## config.mk

```make
export PLATFORM = sky130hd
export DESIGN_NAME = wb_mailbox
export DESIGN_NICKNAME = d
export VERILOG_FILES = /design/src/rtl/wb_mailbox.sv
export SDC_FILE = /design/constraint.sdc
export NUM_CORES = 1
export LEC_CHECK = 0
export BUFFER_PORTS_ARGS = -buffer_cell sky130_fd_sc_hd__buf_4
export CAP_MARGIN = 20
export CORE_MARGIN = 3
export CORE_UTILIZATION = 45
export CTS_CLUSTER_DIAMETER = 60
export DETAILED_ROUTE_END_ITERATION = 7
export SLEW_MARGIN = 20
export SYNTH_ARGS = -nofsm -noshare
export SYNTH_HDL_FRONTEND = slang
export SYNTH_SLANG_ARGS = --single-unit
```

## constraint.sdc

```tcl
create_clock -name clk -period 5.8 [get_ports clk]
set_clock_uncertainty 0.05 [all_clocks]
set_input_delay 0.29 -clock clk [delete_from_list [all_inputs] [get_ports clk]]
set_output_delay 0.29 -clock clk [all_outputs]
set_load 0.01 [all_outputs]
```

## src/rtl/wb_mailbox.sv

```systemverilog
// Wishbone mailbox: EC-side register window onto a TX FIFO (EC to host) and an
// RX FIFO (host to EC), plus a registered active-low host interrupt.
module wb_mailbox #(
    parameter int unsigned DEPTH_LOG2 = 4
) (
    input  logic        clk,
    input  logic        rst,
    input  logic [5:0]  adr_i,
    input  logic [31:0] dat_i,
    output logic [31:0] dat_o,
    input  logic        we_i,
    input  logic [3:0]  sel_i,
    input  logic        stb_i,
    input  logic        cyc_i,
    output logic        ack_o,
    input  logic        h_wr,
    input  logic [31:0] h_wdat,
    input  logic        h_rd,
    output logic [31:0] h_rdat,
    output logic        h_full,
    output logic        h_empty,
    output logic        h_nint
);
    localparam int unsigned DEPTH = 1 << DEPTH_LOG2;
    localparam int unsigned CW    = DEPTH_LOG2 + 1;
    localparam logic [CW-1:0]         CntFull = CW'(DEPTH);
    localparam logic [CW-1:0]         CntOne  = CW'(1);
    localparam logic [DEPTH_LOG2-1:0] PtrOne  = DEPTH_LOG2'(1);

    typedef enum logic [1:0] {
        RegTxData = 2'd0,
        RegRxData = 2'd1,
        RegStatus = 2'd2,
        RegIrqEn  = 2'd3
    } reg_e;

    logic [31:0] tx_mem [DEPTH];
    logic [31:0] rx_mem [DEPTH];

    logic [DEPTH_LOG2-1:0] tx_wp_q, tx_rp_q, rx_wp_q, rx_rp_q;
    logic [CW-1:0]         tx_cnt_q, tx_cnt_d, rx_cnt_q, rx_cnt_d;
    logic                  tx_ovf_q, tx_ovf_d;
    logic                  ack_q, nint_q;
    logic [1:0]            irqen_q;
    logic [31:0]           dat_q, rdata, status;

    logic acc, full_word;
    logic tx_full, tx_empty, rx_full, rx_empty;
    logic tx_push_req, tx_push, tx_pop;
    logic rx_pop_req, rx_pop, rx_push;
    reg_e reg_sel;

    logic unused_adr;
    assign unused_adr = ^{adr_i[5:4], adr_i[1:0]};

    assign acc       = stb_i & cyc_i & ~ack_q;
    assign reg_sel   = reg_e'(adr_i[3:2]);
    assign full_word = (sel_i == 4'hF);

    assign tx_full  = (tx_cnt_q == CntFull);
    assign tx_empty = (tx_cnt_q == '0);
    assign rx_full  = (rx_cnt_q == CntFull);
    assign rx_empty = (rx_cnt_q == '0);

    // A pop on a full FIFO frees the slot for a push on the same edge.
    assign tx_push_req = acc & we_i & full_word & (reg_sel == RegTxData);
    assign tx_pop      = h_rd & ~tx_empty;
    assign tx_push     = tx_push_req & (~tx_full | tx_pop);

    assign rx_pop_req = acc & ~we_i & full_word & (reg_sel == RegRxData);
    assign rx_pop     = rx_pop_req & ~rx_empty;
    assign rx_push    = h_wr & (~rx_full | rx_pop);

    assign status = {8'h00, 8'(rx_cnt_q), 7'h00, tx_ovf_q, 4'h0,
                     tx_full, tx_empty, rx_full, rx_empty};

    always_comb begin
        rdata = '0;
        unique case (reg_sel)
            RegTxData: rdata = '0;
            RegRxData: rdata = (full_word && !rx_empty) ? rx_mem[rx_rp_q] : '0;
            RegStatus: rdata = status;
            RegIrqEn:  rdata = {30'h0, irqen_q};
        endcase
    end

    always_comb begin
        tx_cnt_d = tx_cnt_q;
        if (tx_push && !tx_pop) begin
            tx_cnt_d = tx_cnt_q + CntOne;
        end else if (!tx_push && tx_pop) begin
            tx_cnt_d = tx_cnt_q - CntOne;
        end
        rx_cnt_d = rx_cnt_q;
        if (rx_push && !rx_pop) begin
            rx_cnt_d = rx_cnt_q + CntOne;
        end else if (!rx_push && rx_pop) begin
            rx_cnt_d = rx_cnt_q - CntOne;
        end
        // Overflow is sticky until software reads STATUS.
        tx_ovf_d = tx_ovf_q;
        if (acc && !we_i && reg_sel == RegStatus) begin
            tx_ovf_d = 1'b0;
        end else if (tx_push_req && !tx_push) begin
            tx_ovf_d = 1'b1;
        end
    end

    always_ff @(posedge clk or posedge rst) begin
        if (rst) begin
            ack_q    <= 1'b0;
            dat_q    <= '0;
            irqen_q  <= '0;
            tx_ovf_q <= 1'b0;
            nint_q   <= 1'b1;
            tx_wp_q  <= '0;
            tx_rp_q  <= '0;
            rx_wp_q  <= '0;
            rx_rp_q  <= '0;
            tx_cnt_q <= '0;
            rx_cnt_q <= '0;
        end else begin
            ack_q    <= acc;
            tx_ovf_q <= tx_ovf_d;
            tx_cnt_q <= tx_cnt_d;
            rx_cnt_q <= rx_cnt_d;
            if (acc) begin
                dat_q <= we_i ? '0 : rdata;
            end
            if (acc && we_i && reg_sel == RegIrqEn) begin
                irqen_q <= dat_i[1:0];
            end
            if (tx_push) tx_wp_q <= tx_wp_q + PtrOne;
            if (tx_pop)  tx_rp_q <= tx_rp_q + PtrOne;
            if (rx_push) rx_wp_q <= rx_wp_q + PtrOne;
            if (rx_pop)  rx_rp_q <= rx_rp_q + PtrOne;
            nint_q <= ~((irqen_q[0] & ~rx_empty) | (irqen_q[1] & ~tx_full));
        end
    end

    always_ff @(posedge clk) begin
        if (tx_push) tx_mem[tx_wp_q] <= dat_i;
        if (rx_push) rx_mem[rx_wp_q] <= h_wdat;
    end

    assign dat_o   = dat_q;
    assign ack_o   = ack_q;
    assign h_rdat  = tx_mem[tx_rp_q];
    assign h_full  = rx_full;
    assign h_empty = tx_empty;
    assign h_nint  = nint_q;
endmodule

```

Yosys cells after proc, flatten, opt, wreduce, memory -nomap -nowiden
Memory sizes are Yosys's and may differ from the RTL's.
Cells that the tools add are included.
{"block": "classes", "reduce_logical": 22, "eq_ne": 6, "bitwise_logic": 24, "mux": 13, "addsub": 8}
{"operator": "case mux 32 bit (4 select lines)", "n": 1}
{"operator": "2-to-1 mux 32 bit", "n": 2}
{"operator": "2-to-1 mux 5 bit", "n": 4}
{"operator": "adder 4 x 1 -> 4 bit, second input constant", "n": 4}
{"operator": "AND 1 bit", "n": 14}
{"operator": "adder 5 x 1 -> 5 bit, second input constant", "n": 2}
{"operator": "== test 5 bit, second input constant", "n": 2}
{"operator": "logical AND 1 bit", "n": 10}
{"operator": "logical NOT 5 bit", "n": 2}
{"operator": "subtractor 5 x 1 -> 5 bit, second input constant", "n": 2}
{"operator": "NOT 1 bit", "n": 7}
{"operator": "logical NOT 1 bit", "n": 6}
{"operator": "2-to-1 mux 1 bit", "n": 6}
{"operator": "nonzero test 2 bit", "n": 3}
{"operator": "== test 2 bit, second input constant", "n": 2}
{"operator": "== test 4 bit, second input constant", "n": 1}
{"operator": "bitwise OR 1 bit", "n": 3}
{"operator": "== test 2 x 1 -> 1 bit, second input constant", "n": 1}
{"operator": "logical NOT 2 bit", "n": 1}
{"block": "word_totals", "reg_bits": 63, "ramBits": 1024, "output_inout_bits": 68, "n_memories": 2}
{"name": "rx_mem", "depth": 16, "width": 32, "read_ports": 1, "rd_clocked_by_memory_dff": 0, "write_ports": 1, "line": "38", "source": "logic [31:0] rx_mem [DEPTH];"}
{"name": "tx_mem", "depth": 16, "width": 32, "read_ports": 1, "rd_clocked_by_memory_dff": 0, "write_ports": 1, "line": "37", "source": "logic [31:0] tx_mem [DEPTH];"}

Longest topological paths before layout
Gate-level depths: netlist (run 1).
{"block": "logic_depth", "word_depth": 12, "mapped_depth": 12, "mapped_depth_nobuf": 11}

Worst setup path after synthesis (run 1)
OpenSTA, ideal clock, no wires.
{"block": "synth_timing", "path_kind": "reg-to-reg", "from": "register ack_q, in the netlist ack_o", "to": "memory rx_mem[2][0], enable pin", "arrival_ns": 4.748, "path_slack_ns": 0.489, "n_path_buf": 1, "setup_time_ns": 0.513, "stages_incl_launch_ff": 6, "path_cell_list": "dfrtp_1 -> nand3b_2 -> nor4_2 -> o21ai_1 -> buf_2 -> nor4b_1"}
{"block": "synth_between", "elab_chain_len": 10}
{"item": "from (decl)", "line": "43", "source": "logic ack_q, nint_q;"}
{"item": "from (signal assigned)", "line": "111", "source": "ack_q <= 1'b0;"}
{"item": "from (signal assigned)", "line": "123", "source": "ack_q <= acc;"}
{"item": "NOT 1 bit", "line": "56", "source": "assign acc = stb_i & cyc_i & ~ack_q;"}
{"item": "AND 1 bit", "line": "56"}
{"item": "AND 1 bit (3 in a row)", "line": "70", "source": "assign rx_pop_req = acc & ~we_i & full_word & (reg_sel == RegRxData);"}
{"item": "AND 1 bit", "line": "71", "source": "assign rx_pop = rx_pop_req & ~rx_empty;"}
{"item": "bitwise OR 1 bit", "line": "72", "source": "assign rx_push = h_wr & (~rx_full | rx_pop);"}
{"item": "AND 1 bit", "line": "72"}
{"item": "2-to-1 mux 1 bit", "line": "143", "source": "if (rx_push) rx_mem[rx_wp_q] <= h_wdat;"}
{"item": "2-to-1 mux 1 bit (not written as such)", "line": "143"}
{"item": "to (decl)", "line": "38"}
Every way passes these cells.

Worst setup path after layout (run 1)
{"block": "layout_timing", "from": "register ack_q, in the netlist ack_o", "to": "register rx_cnt_q[4]"}
{"block": "layout_between", "elab_chain_len": 11}
{"item": "NOT 1 bit (*)", "line": "56"}
{"item": "AND 1 bit (*)", "line": "56"}
{"item": "AND 1 bit (*) (3 in a row)", "line": "70"}
{"item": "AND 1 bit (*)", "line": "71"}
{"item": "bitwise OR 1 bit", "line": "72"}
{"item": "AND 1 bit", "line": "72"}
{"item": "logical NOT 1 bit", "line": "97", "source": "end else if (!rx_push && rx_pop) begin"}
{"item": "logical AND 1 bit", "line": "97"}
{"item": "nonzero test 2 bit (no source line)"}
{"item": "to (signal assigned)", "line": "126", "source": "rx_cnt_q <= rx_cnt_d;"}
{"item": "to (decl)", "line": "41", "source": "logic [CW-1:0] tx_cnt_q, tx_cnt_d, rx_cnt_q, rx_cnt_d;"}
Mark *: on every way between the ends. The rest lies on a longest branch, timed or not.
A chain may end at the register's enable or synchronous reset.

==> impl.org, run 1 <==
** Status
- Result of the run :: completed

** Hold path
- Worst hold path type :: in -> reg
- Number of stages on the worst hold path :: 5
- The startpoint identified for the worst hold timing path is cyc_i.
- Hold-critical path endpoint :: tx_wp_q[3]$_DFFE_PP0P_

** Synthesis
- Number of enable flip-flop cells after synthesis :: 1024
- After synthesis, the largest family of logic cells by area is multiplexers.
- After synthesis, the mean cell area works out to 23.30 um2.
- The synthesized design contains 1087 register bits.
- Summing every instance area after synthesis gives 41720 um2.
- The portion of synthesized area spent on multiplexers is 0.1735.
- Xor and xnor area share after synthesis :: 0.004198
- The most used flip-flop cell after synthesis is sky130_fd_sc_hd__edfxtp_1.
- Number of warnings issued by yosys :: 0
- Number of cells produced by synthesis :: 1791
- Synthesized-area fraction occupied by ao, oa, aoi and oai cells :: 0.01059
- Of all flip-flops after synthesis, the portion carrying an async set or reset was 0.05796.
- For this run, the register share of the synthesized area comes to 0.7748.
- Number of distinct library cell variants in the gate-level netlist after synthesis :: 50
- When the netlist entered floorplanning its net count stood at 1892.
- Synthesized-area fraction occupied by and/or/nand/nor cells :: 0.01742
- Of the total synthesized cell area, the portion taken by full adders, half adders and majority gates is 0.006358.
- Of all cell types, the one taking the most synthesized area is sky130_fd_sc_hd__edfxtp_1.
- Top post-synthesis cells by area :: sky130_fd_sc_hd__edfxtp_1, sky130_fd_sc_hd__mux4_2, sky130_fd_sc_hd__dfrtp_1
- The share of synthesized area in the top cell type comes to 0.7370.

** Worst setup path
- In this design, the largest share of critical-path delay is due to compound AO/OA/AOI/OAI gates.
- The worst setup path is captured at a flip-flop.
- In this design, the stage delay of the slowest critical-path cell is 0.82 ns.
- The critical path crosses 13 cells after its start point.
- The critical path contains buffers and inverters numbering 4 combined.
- STA puts the critical path data arrival time at 4.44 ns.
- The startpoint identified for the worst register-to-register timing path is ack_o$_DFF_PP0_.
- Critical-path cell with the highest stage delay :: sky130_fd_sc_hd__o21ai_2
- Kind of critical path :: reg -> reg
- Worst Setup Start Kind :: flip-flop
- Max Fanout on Critical Path :: 36
- First element of the critical path :: ack_o$_DFF_PP0_
- The worst register-to-register path ends at rx_cnt_q[4]$_DFFE_PP0P_.
- Worst path required time :: 6.33 ns
- Traced cell by cell, the critical path runs through nand3b_2 > buf_4 > nor4_2 > buf_4 > o21ai_2 > inv_2 > ha_1 > inv_1 > ha_1 > a21o_1 > a21oi_1 > mux2i_1 > xnor2_1.
- For flop-to-flop paths, the worst setup slack is 1.89 ns.
- Number of cells on the worst reg-to-reg path :: 13

** Clocking
- Clock edge transition at the registers on the reported setup and hold paths :: 0.06 ns
- Post-CTS setup repair buffer count :: 0
- CTS buffer count :: 110
- Clk root buf :: sky130_fd_sc_hd__clkbuf_16
- The later pin in the worst-skew pair is clocked with a latency of 0.67 ns.
- In this run, post-CTS repair resized a total of 0 instances.
- The clock net in this run drives a total of 1087 sinks.
- H-Tree Level Count :: 3
- Maximum buffer depth of the clock tree :: 3
- TritonCTS clock tree :: built

** Timing
- Summed negative setup slack over all endpoints :: 0 ns
- Setup repair after global routing left no endpoint under its margin.
- Setup violations remaining at the end of the flow were counted as 0.
- Of the available clock period, the critical path in the final layout requires 0.6739.
- The total count of max-transition violations in the final report was 0.
- Number of failing hold endpoints at the final stage :: 0
- Slew at the pin closest to its max-slew limit :: 1.029 ns
- The tightest hold path in the finished design has a slack of 0.09019 ns.
- For this run, the top clock speed supported by timing is 0.2558 GHz.
- Final critical delay including setup and external delays :: 3.909 ns
- Normalized max-slew margin :: 0.3141

** Finish
- Post-layout net count :: 2174
- Compared with the post-synthesis result, the final layout area differs by 16.85%.
- The library cells used most frequently in the layout, excluding fill and tap cells, are sky130_fd_sc_hd__edfxtp_1, sky130_fd_sc_hd__mux4_2, sky130_fd_sc_hd__buf_4, sky130_fd_sc_hd__clkbuf_16, sky130_fd_sc_hd__dlygate4sd3_1.
- The filler cells instantiated in the layout total 7059.
- Share of layout cells above drive strength 1 :: 0.3231
- After the flow finishes, the layout carries non-filler instances totaling 3407.
- Most common cell after layout, fill and taps aside :: sky130_fd_sc_hd__edfxtp_1
- In the final layout, the multi-input gates occupy 9044 um2.
- Seq. cell area :: 32350 um2

** Drt
- The detailed router placed 18960 vias in this run.
- The pre-antenna-repair detailed-routing pass consisted of 5 iterations.
- Number of DRC violations after detailed-routing iteration 0 :: 1434
- Wire length per cell after detailed routing :: 26.44 um
- Total Wirelength :: 90100 um
- Post-route DRC violation count :: 0
- DR vias/cell :: 5.566
- The detail route stage leaves a number of antenna-violating nets equal to 0.

** Die
- Chip Width :: 310.5 um
- Floorplan core area :: 91800 um2
- Die height :: 310.5 um
- # rows :: 111
- In this run the count of I/O pins placed on the die edge is 149.
- Effective utilization at floorplan :: 0.4545
- The die covers 96410 um2.

** Global route
- Aggregate global routing overflow :: 0
- For this run, the total global-route usage over all layers was measured as 0.1915.
- Antenna violations before repair :: 6
- The via count of the first global-routing pass was 20580.
- Entering global routing, the biggest net connects 75 pins.
- The first global-routing pass estimated 134500 um of wire.

** Placement
- At the end of routability-driven placement, the weighted congestion stood at 0.7265.
- After legalization and detailed placement, the total HPWL measured 47200 um.
- Counting tap cells, the placed design contains a total of 3133 instances.
- Count of input and output buffers :: 144

** Power and ir drop
- Dividing total power by cell area gives a power density of 405.3 nW/um2.
- Worst vdd rail ir drop :: 0.2589 mV
- Power Total :: 19.76 mW
- Lkg Pwr :: 15.53 nW

** Job
- Number of violations of the max-capacitance limit :: 0
-- synthesized netlist by cell type, types with 8 or more instances --
library cell / n
sky130_fd_sc_hd__clkbuf_1: 33
sky130_fd_sc_hd__o221ai_1: 22
sky130_fd_sc_hd__inv_1: 11
sky130_fd_sc_hd__dfrtp_1: 62
sky130_fd_sc_hd__buf_6: 13
sky130_fd_sc_hd__nor2_1: 28
sky130_fd_sc_hd__ha_1: 18
sky130_fd_sc_hd__nor3_1: 9
sky130_fd_sc_hd__edfxtp_1: 1024
sky130_fd_sc_hd__buf_1: 13
sky130_fd_sc_hd__a21oi_1: 10
sky130_fd_sc_hd__mux2i_1: 54
sky130_fd_sc_hd__and3_1: 8
sky130_fd_sc_hd__mux4_2: 290
sky130_fd_sc_hd__o31ai_1: 8
sky130_fd_sc_hd__xnor2_1: 16
sky130_fd_sc_hd__mux2_2: 14
sky130_fd_sc_hd__nand3_1: 15
sky130_fd_sc_hd__nand2_1: 40
sky130_fd_sc_hd__buf_2: 31
-- worst min-delay path, stage by stage --
cell and delay [ns]:
sky130_fd_sc_hd__buf_4 0.12, sky130_fd_sc_hd__nand4b_1 0.09, sky130_fd_sc_hd__nor4_2 0.09, sky130_fd_sc_hd__nand3_1 0.09, sky130_fd_sc_hd__xnor2_1 0.06
-- area by class of cell --
class	instances	share of cell area
sequential	1087	0.6636
multi-input combinational	598	0.1855
timing repair buffer	263	0.04491
antenna	4	0.0002053
inverter	13	0.001027
clock buffer	153	0.06272
clock inverter	46	0.01016
tap	1243	0.03190
-- timing repair --
item,CTS,global route
hold endpoints to repair,1049,0
setup endpoints to repair,0,0
hold buffers,71,0
-- logic make-up after synthesis --
logic type / after synthesis
fa+ha+maj: 20
buf+inv: 106
compound gates: 60
xor+xnor: 20
mux: 359
simple gates: 139
flops: 1087
-- routing by layer --
layer / track usage / share of wire
met4: 0.05313 / 0.024
met5: 0 / 0.00029
met2: 0.3393 / 0.53
met3: 0.03635 / 0.049
met1: 0.2429 / 0.40
-- metrics by stage --
| stage | instance area, um2 | setup WS [ns] | util |
|---|---|---|---|
| 2_1_floorplan | 41720 | 0.4895 | - |
| 3_3_place_gp | 44480 | 1.979 | 0.4845 |
| 3_5_place_dp | 44480 | 1.937 | 0.4845 |
| 4_1_cts | 48740 | 1.895 | 0.5310 |
| 5_1_grt | 48750 | 1.633 | 0.5310 |
| 6_report | 48750 | 1.891 | 0.5311 |
-- how the worst max path moves through the flow --
| stage | endpoint | slack (ns) |
|---|---|---|
| after CTS | rx_cnt_q[4]$_DFFE_PP0P_ | 1.90 |
| after floorplan | rx_mem[2][0]$_DFFE_PP_ | 0.49 |
| final | rx_cnt_q[4]$_DFFE_PP0P_ | 1.89 |
| after global placement | rx_cnt_q[4]$_DFFE_PP0P_ | 1.98 |
| after global routing | rx_cnt_q[4]$_DFFE_PP0P_ | 1.63 |
| after detailed placement | rx_cnt_q[4]$_DFFE_PP0P_ | 1.94 |
-- sequential cells by signal (all words and copies together), names as in the netlist --
register and flops:
rx_mem 512, tx_mem 512, dat_o 32, rx_cnt_q 5, tx_cnt_q 5, rx_rp_q 4, rx_wp_q 4, tx_rp_q 4
tx_wp_q 4, irqen_q 2, ack_o 1, h_nint 1, tx_ovf_q 1
-- where the power goes --
part / internal (mW) / switching [mW] / leakage [nW]
clock: 4.08 / 2.85 / 1.73
sequential: 9.04 / 0.414 / 10.0
combinational: 1.78 / 1.60 / 3.75
Note: power is estimated with default switching activity, not from simulation.
==> run 2: changes to the inputs <==
- clock period: 5.8 -> 3.9 ns (I/O delays scaled with it)
==> impl.org, run 2 (synthesis gave the netlist of run 1 again) <==
** Finish
- The final layout contains 2196 nets.
- Share of layout cells above drive strength 1 :: 0.3326
- The finished layout holds 3437 standard cells, fillers aside.
- Area Growth Syn to Fin :: 17.85%
- Most common cell after layout, fill and taps aside :: sky130_fd_sc_hd__edfxtp_1
- Final cell area excluding filler cells :: 49170 um2
- Number of fillers in the final layout :: 6997
- Utilization after layout :: 0.5356
- In the layout the commonest cells are sky130_fd_sc_hd__edfxtp_1, sky130_fd_sc_hd__mux4_2, sky130_fd_sc_hd__buf_4, sky130_fd_sc_hd__clkbuf_16, sky130_fd_sc_hd__dlygate4sd3_1.

** Clocking
- In this run the number of H-tree levels came out at 3.
- Clock-pin slew was measured on the worst setup and hold paths at 0.06 ns.
- Clock Latency Late Sink :: 0.67 ns
- Clk root buf :: sky130_fd_sc_hd__clkbuf_16
- Maximum buffer depth of the clock tree :: 3
- TritonCTS built the clock tree.
- CTS saw 1087 sinks.
- Buffers inserted during clock tree synthesis total 111.

** Worst setup path
- Worst path required time :: 4.44 ns
- STA classifies the critical path endpoint as a flip-flop.
- By startpoint and endpoint, the worst setup path is classified as reg -> reg.
- Along the worst path, the maximum fanout reaches 6.
- Worst Setup Start Kind :: flip-flop
- Data on the critical path arrives at its endpoint at 4.06 ns.

** Timing
- For the pin with the worst max-slew slack, the measured transition is 1.011 ns.
- Achievable Freq :: 0.2841 GHz
- Summed negative setup slack over all endpoints :: 0 ns
- Normalized max-slew margin :: 0.3246
- Final-report setup violation count :: 0
- Period utilization :: 0.9025
- Final worst-path setup slack :: 0.3802 ns
- Final critical delay including setup and external delays :: 3.520 ns
- The final hold violation count was 0.
- The total count of max-transition violations in the final report came to 0.
- Worst Hold Margin :: 0.1087 ns
- Unrepaired setup endpoints after global routing :: false

** Global route
- Entering global routing, the biggest net connects 56 pins.
- In the global route stage, overall resource usage came out at 0.1904.
- Number of global-route vias before repair :: 20660
- Wire length of the first global-routing pass :: 134200 um
- Aggregate global routing overflow :: 0
- Antenna violations before repair :: 4

** Placement
- Number of placed instances with taps included :: 3151
- HPWL after detailed placement :: 48510 um
- The count of buffers added on input and output ports is 144.
- Global placement routability congestion :: 0.7467
- In this run the cell area measured after placement is 44720 um2.
- Prior to clock tree synthesis, the placed netlist has a worst setup slack of 0.7419 ns.

** Power and ir drop
- The completed layout was analyzed and its total power is 29.85 mW.
- IR analysis of the VDD net gives a maximum drop of 0.4116 mV.
- For this design the ratio of total power to cell area is 607.0 nW/um2.
- For this design the static power due to leakage is 15.75 nW.

** Drt
- For this block, the routed nets add up to 89610 um of wire.
- DR vias/cell :: 5.599
- Post-route DRC violation count :: 0
- Number of vias after detailed routing :: 19240
- The detailed router finished its first iteration with 1465 violations.
- Drt pass-1 iters :: 5
- Wire length per cell after detailed routing :: 26.07 um
- The count of nets left with antenna violations once routing finished came out at 0.

** Die
- The die covers 96410 um2.
- Floorplan core area :: 91800 um2
- Effective utilization at floorplan :: 0.4545
- During I/O placement, the number of pins put on the boundary was 149.
- # rows :: 111
- The floorplan step set the die height to 310.5 um.
- The floorplan step set the die width to 310.5 um.

** Status
- The flow ran to the end, and the final reports show no timing, DRC or antenna violations.

** Hold path
- Worst hold path type :: in -> reg

** Job
- Number of violations of the max-capacitance limit :: 0
## run 2: cell count changes in the layout (fill, tap and decap cells not counted), sizes merged
cell         change
inv              -2
bufinv           +5
buf             +18
clkbuf          -19
clkinv          +27
dlygate4sd3      +3
diode            -2
## run 2: routing by layer
metal / up-vias / GRT usage / routed length, um / part of all wire
li1: 8228 / - / - / -
met1: 10380 / 0.2461 / 36090 / 0.40
met2: 480 / 0.3397 / 47680 / 0.53
met3: 151 / 0.02729 / 3750 / 0.042
met4: 4 / 0.05126 / 2067 / 0.023
met5: - / 0 / 27 / 0.00030
## run 2: worst paths after layout
kind / from / endpoint / slack [ns] / cells past startpoint
worst min register to register: irqen_q[1]$_DFFE_PP0P_ / h_nint$_DFF_PP1_ / 0.43 / 1
worst max register to register: ack_o$_DFF_PP0_ / tx_cnt_q[4]$_DFFE_PP0P_ / 0.38 / 12
worst min-delay path: cyc_i / rx_rp_q[3]$_DFFE_PP0P_ / 0.11 / 6
min in group asynchronous: rst / dat_o[2]$_DFFE_PP0N_ / 0.16 / 3
worst max-delay path: ack_o$_DFF_PP0_ / tx_cnt_q[4]$_DFFE_PP0P_ / 0.38 / 12
max in group asynchronous: rst / dat_o[15]$_DFFE_PP0N_ / 2.61 / 4
## run 2: what timing repair did
action                                  in CTS  in global routing
endpoints found under the setup margin       0                  0
hold endpoints to repair                  1081                  0
setup buffers                                0                  0
gates resized for setup                      0                  0
hold buffers                                74                  0
## run 2: report_power, final
group,switching (mW),total (mW),internal [mW]
Clock,4.33,10.6,6.28
Sequential,0.626,14.1,13.4
Combinational,2.40,5.18,2.78
Total,7.36,29.8,22.5
## run 2: worst max-delay path, stage by stage, from the launching register on
cell and delay, ns:
sky130_fd_sc_hd__dfrtp_1 0.39, sky130_fd_sc_hd__nand4b_1 0.20, sky130_fd_sc_hd__nor4_2 0.48, sky130_fd_sc_hd__dlygate4sd3_1 0.68
sky130_fd_sc_hd__nand2_1 0.11, sky130_fd_sc_hd__inv_1 0.09, sky130_fd_sc_hd__ha_1 0.17, sky130_fd_sc_hd__inv_1 0.12
sky130_fd_sc_hd__fa_1 0.43, sky130_fd_sc_hd__a21o_1 0.19, sky130_fd_sc_hd__a21oi_1 0.18, sky130_fd_sc_hd__mux2i_1 0.23
sky130_fd_sc_hd__xnor2_1 0.13
## run 2: area by class of cell
class	instances	area, um2	area share
diodes	2	5.005	0.0001018
repair buffers	284	2455	0.04993
well taps	1243	1555	0.03163
inverters	13	50.05	0.001018
clock inverters	76	779.5	0.01585
multi-input cells	598	9050	0.1841
clock buffers	134	2927	0.05952
flip-flops and latches	1087	32350	0.6579
==> run 3: changes to the inputs <==
- CELL_PAD_IN_SITES_DETAIL_PLACEMENT: unset -> 0
- CELL_PAD_IN_SITES_GLOBAL_PLACEMENT: unset -> 1
- PLACE_DENSITY_LB_ADDON: unset -> 0.1
==> impl.org, run 3 (synthesis gave the netlist of run 1 again) <==
** Status
- Result of the run :: completed

** Drt
- Drt pass-1 iters :: 5
- The detailed router finished its first iteration with 1511 violations.
- The routed layout has 19180 vias.
- The final layout contains routed wiring with a total length of 92520 um.
- Post-route DRC violation count :: 0
- The detail route stage leaves a number of antenna-violating nets equal to 0.
- Dividing the detail-routed wire length by the instance count gives 26.85 um.
- DR vias/cell :: 5.566

** Global route
- Entering global routing, the biggest net connects 52 pins.
- Number of global-route vias before repair :: 20760
- Summed over all layers, the global routing overflow is 0.
- For this run, the total global-route usage over all layers was measured as 0.1971.
- The initial antenna violation count came to 6.
- Wire length of the first global-routing pass :: 137700 um

** Clocking
- Clk sink count :: 1087
- Clock Latency Late Sink :: 0.68 ns
- CTS buffer count :: 115
- Clock-pin slew was measured on the worst setup and hold paths at 0.06 ns.
- Post-CTS setup repair buffer count :: 0
- CTS placed an instance of sky130_fd_sc_hd__clkbuf_16 at the clock tree root.
- Maximum buffer depth of the clock tree :: 3
- TritonCTS clock tree :: built
- H-Tree Level Count :: 3

** Finish
- Most frequent cells in the layout :: sky130_fd_sc_hd__edfxtp_1, sky130_fd_sc_hd__mux4_2, sky130_fd_sc_hd__buf_4, sky130_fd_sc_hd__clkbuf_16, sky130_fd_sc_hd__dlygate4sd3_1
- For this run, the post-layout net count is 2201.
- The library cell used most frequently in the layout, excluding fill and tap cells, is sky130_fd_sc_hd__edfxtp_1.
- Area Growth Syn to Fin :: 18.01%
- The layout has 7041 filler cells.
- In the final layout, the share of cells above drive strength 1 is 0.3335.

** Worst setup path
- STA classifies the critical path endpoint as an output pin.
- STA puts the critical path data required time at 3.65 ns.
- Delay contributed by the slowest stage of the critical path :: 0.79 ns
- Critical-path cell list :: buf_4 > mux4_2 > mux4_2 > buf_4
- STA classifies the critical path startpoint as a flip-flop.
- For the worst setup path, the data arrival time is 3.16 ns.
- Along the worst path, the maximum fanout reaches 24.
- Kind of critical path :: reg -> out
- Critical-path cell with the highest stage delay :: sky130_fd_sc_hd__dfrtp_4

** Placement
- The congestion estimate from routability-driven global placement came to 0.7370.
- HPWL after detailed placement :: 50000 um
- Count of input and output buffers :: 144

** Power and ir drop
- Worst vdd rail ir drop :: 0.5881 mV
- Pwr per Cell Area :: 603.4 nW/um2
- Lkg Pwr :: 15.75 nW
- Total power for the finished layout comes to 29.71 mW.

** Timing
- For this run, the top clock speed supported by timing is 0.2934 GHz.
- Slew at the pin closest to its max-slew limit :: 0.9266 ns
- Setup repair after global routing left no endpoint under its margin.
- The final hold violation count came to 0.
- The total count of max-transition violations in the final report came to 0.
- Final-report setup violation count :: 0
- Worst Hold Margin :: 0.08975 ns
- Normalized max-slew margin :: 0.3823
- Period utilization :: 0.8740
- The worst path needs 3.409 ns of the cycle, external delays included.

** Die
- Chip Width :: 310.5 um
- Effective utilization at floorplan :: 0.4545
- Floorplan core area :: 91800 um2
- Die height :: 310.5 um
- The die covers 96410 um2.
- For this design the top-level I/O count stands at 149.
- The initialized floorplan defines 111 standard-cell rows.

** Hold path
- Worst hold path type :: in -> reg

** Job
- The tool flagged a number of max-cap violations equal to 0.
## run 3: cell count changes in the layout (fill, tap and decap cells not counted), sizes merged, moves of 2 or more
cell	change
buf	+3
bufinv	-7
clkbuf	+16
clkinv	-9
diode	+3
dlygate4sd3	-2
inv	+4
## run 3: critical path: cells and delay by family, from the launching register on
family | cells | cell delay [ns]
buffers and inverters | 2 | 0.59
multiplexers | 2 | 1.06
flip-flops | 1 | 0.79
## run 3: worst paths after layout
kind | startpoint | end | slack [ns] | cells after the start
worst max-delay path | tx_rp_q[0]$_DFFE_PP0P_ | h_rdat[14] | 0.49 | 4
worst min-delay path | cyc_i | dat_o[2]$_DFFE_PP0N_ | 0.09 | 6
worst max register to register | tx_cnt_q[1]$_DFFE_PP0P_ | tx_cnt_q[4]$_DFFE_PP0P_ | 0.71 | 11
worst min register to register | irqen_q[1]$_DFFE_PP0P_ | h_nint$_DFF_PP1_ | 0.42 | 1
max in group asynchronous | rst | rx_rp_q[2]$_DFFE_PP0P_ | 2.62 | 4
min in group asynchronous | rst | irqen_q[0]$_DFFE_PP0P_ | 0.15 | 3
## run 3: final cells by class
cell class	instances	area (um2)	area share
Clock buffer	150	3069	0.06233
Clock inverter	65	601.8	0.01222
Multi-Input combinational cell	598	9055	0.1839
Timing Repair Buffer	285	2545	0.05169
Antenna cell	5	12.51	0.0002541
Tap cell	1243	1555	0.03159
Sequential cell	1087	32350	0.6570
Inverter	13	50.05	0.001016
## run 3: layer usage
layer / part of all wire / global-route usage / up-vias
li1: - / - / 8246
met1: 0.41 / 0.2609 / 10380
met2: 0.53 / 0.3430 / 422
met3: 0.045 / 0.03492 / 134
met4: 0.019 / 0.04664 / 2
met5: 0.00016 / 0 / -
## run 3: metrics by stage
step	TNS [ns]	utilization	setup WS, ns	instance area [um2]	instances
floorplan	-201.00	-	-1.411	41730	1791
global placement	0	0.4883	0.7572	44830	3154
detailed placement	0	0.4883	0.7040	44830	3154
CTS	0	0.5362	0.3675	49220	3441
global route	0	0.5363	0.2981	49230	3444
finish	0	0.5363	0.4914	49240	3446
## run 3: timing repair
action | CTS | global route
gates resized for setup | 0 | 0
hold endpoints to repair | 1081 | 0
hold buffers | 72 | 0
## run 3: power breakdown
part	total, mW	leakage (nW)	switching (mW)	internal, mW
clock network	10.5	1.79	4.43	6.04
registers	14.0	10.0	0.612	13.4
logic	5.19	3.91	2.44	2.75
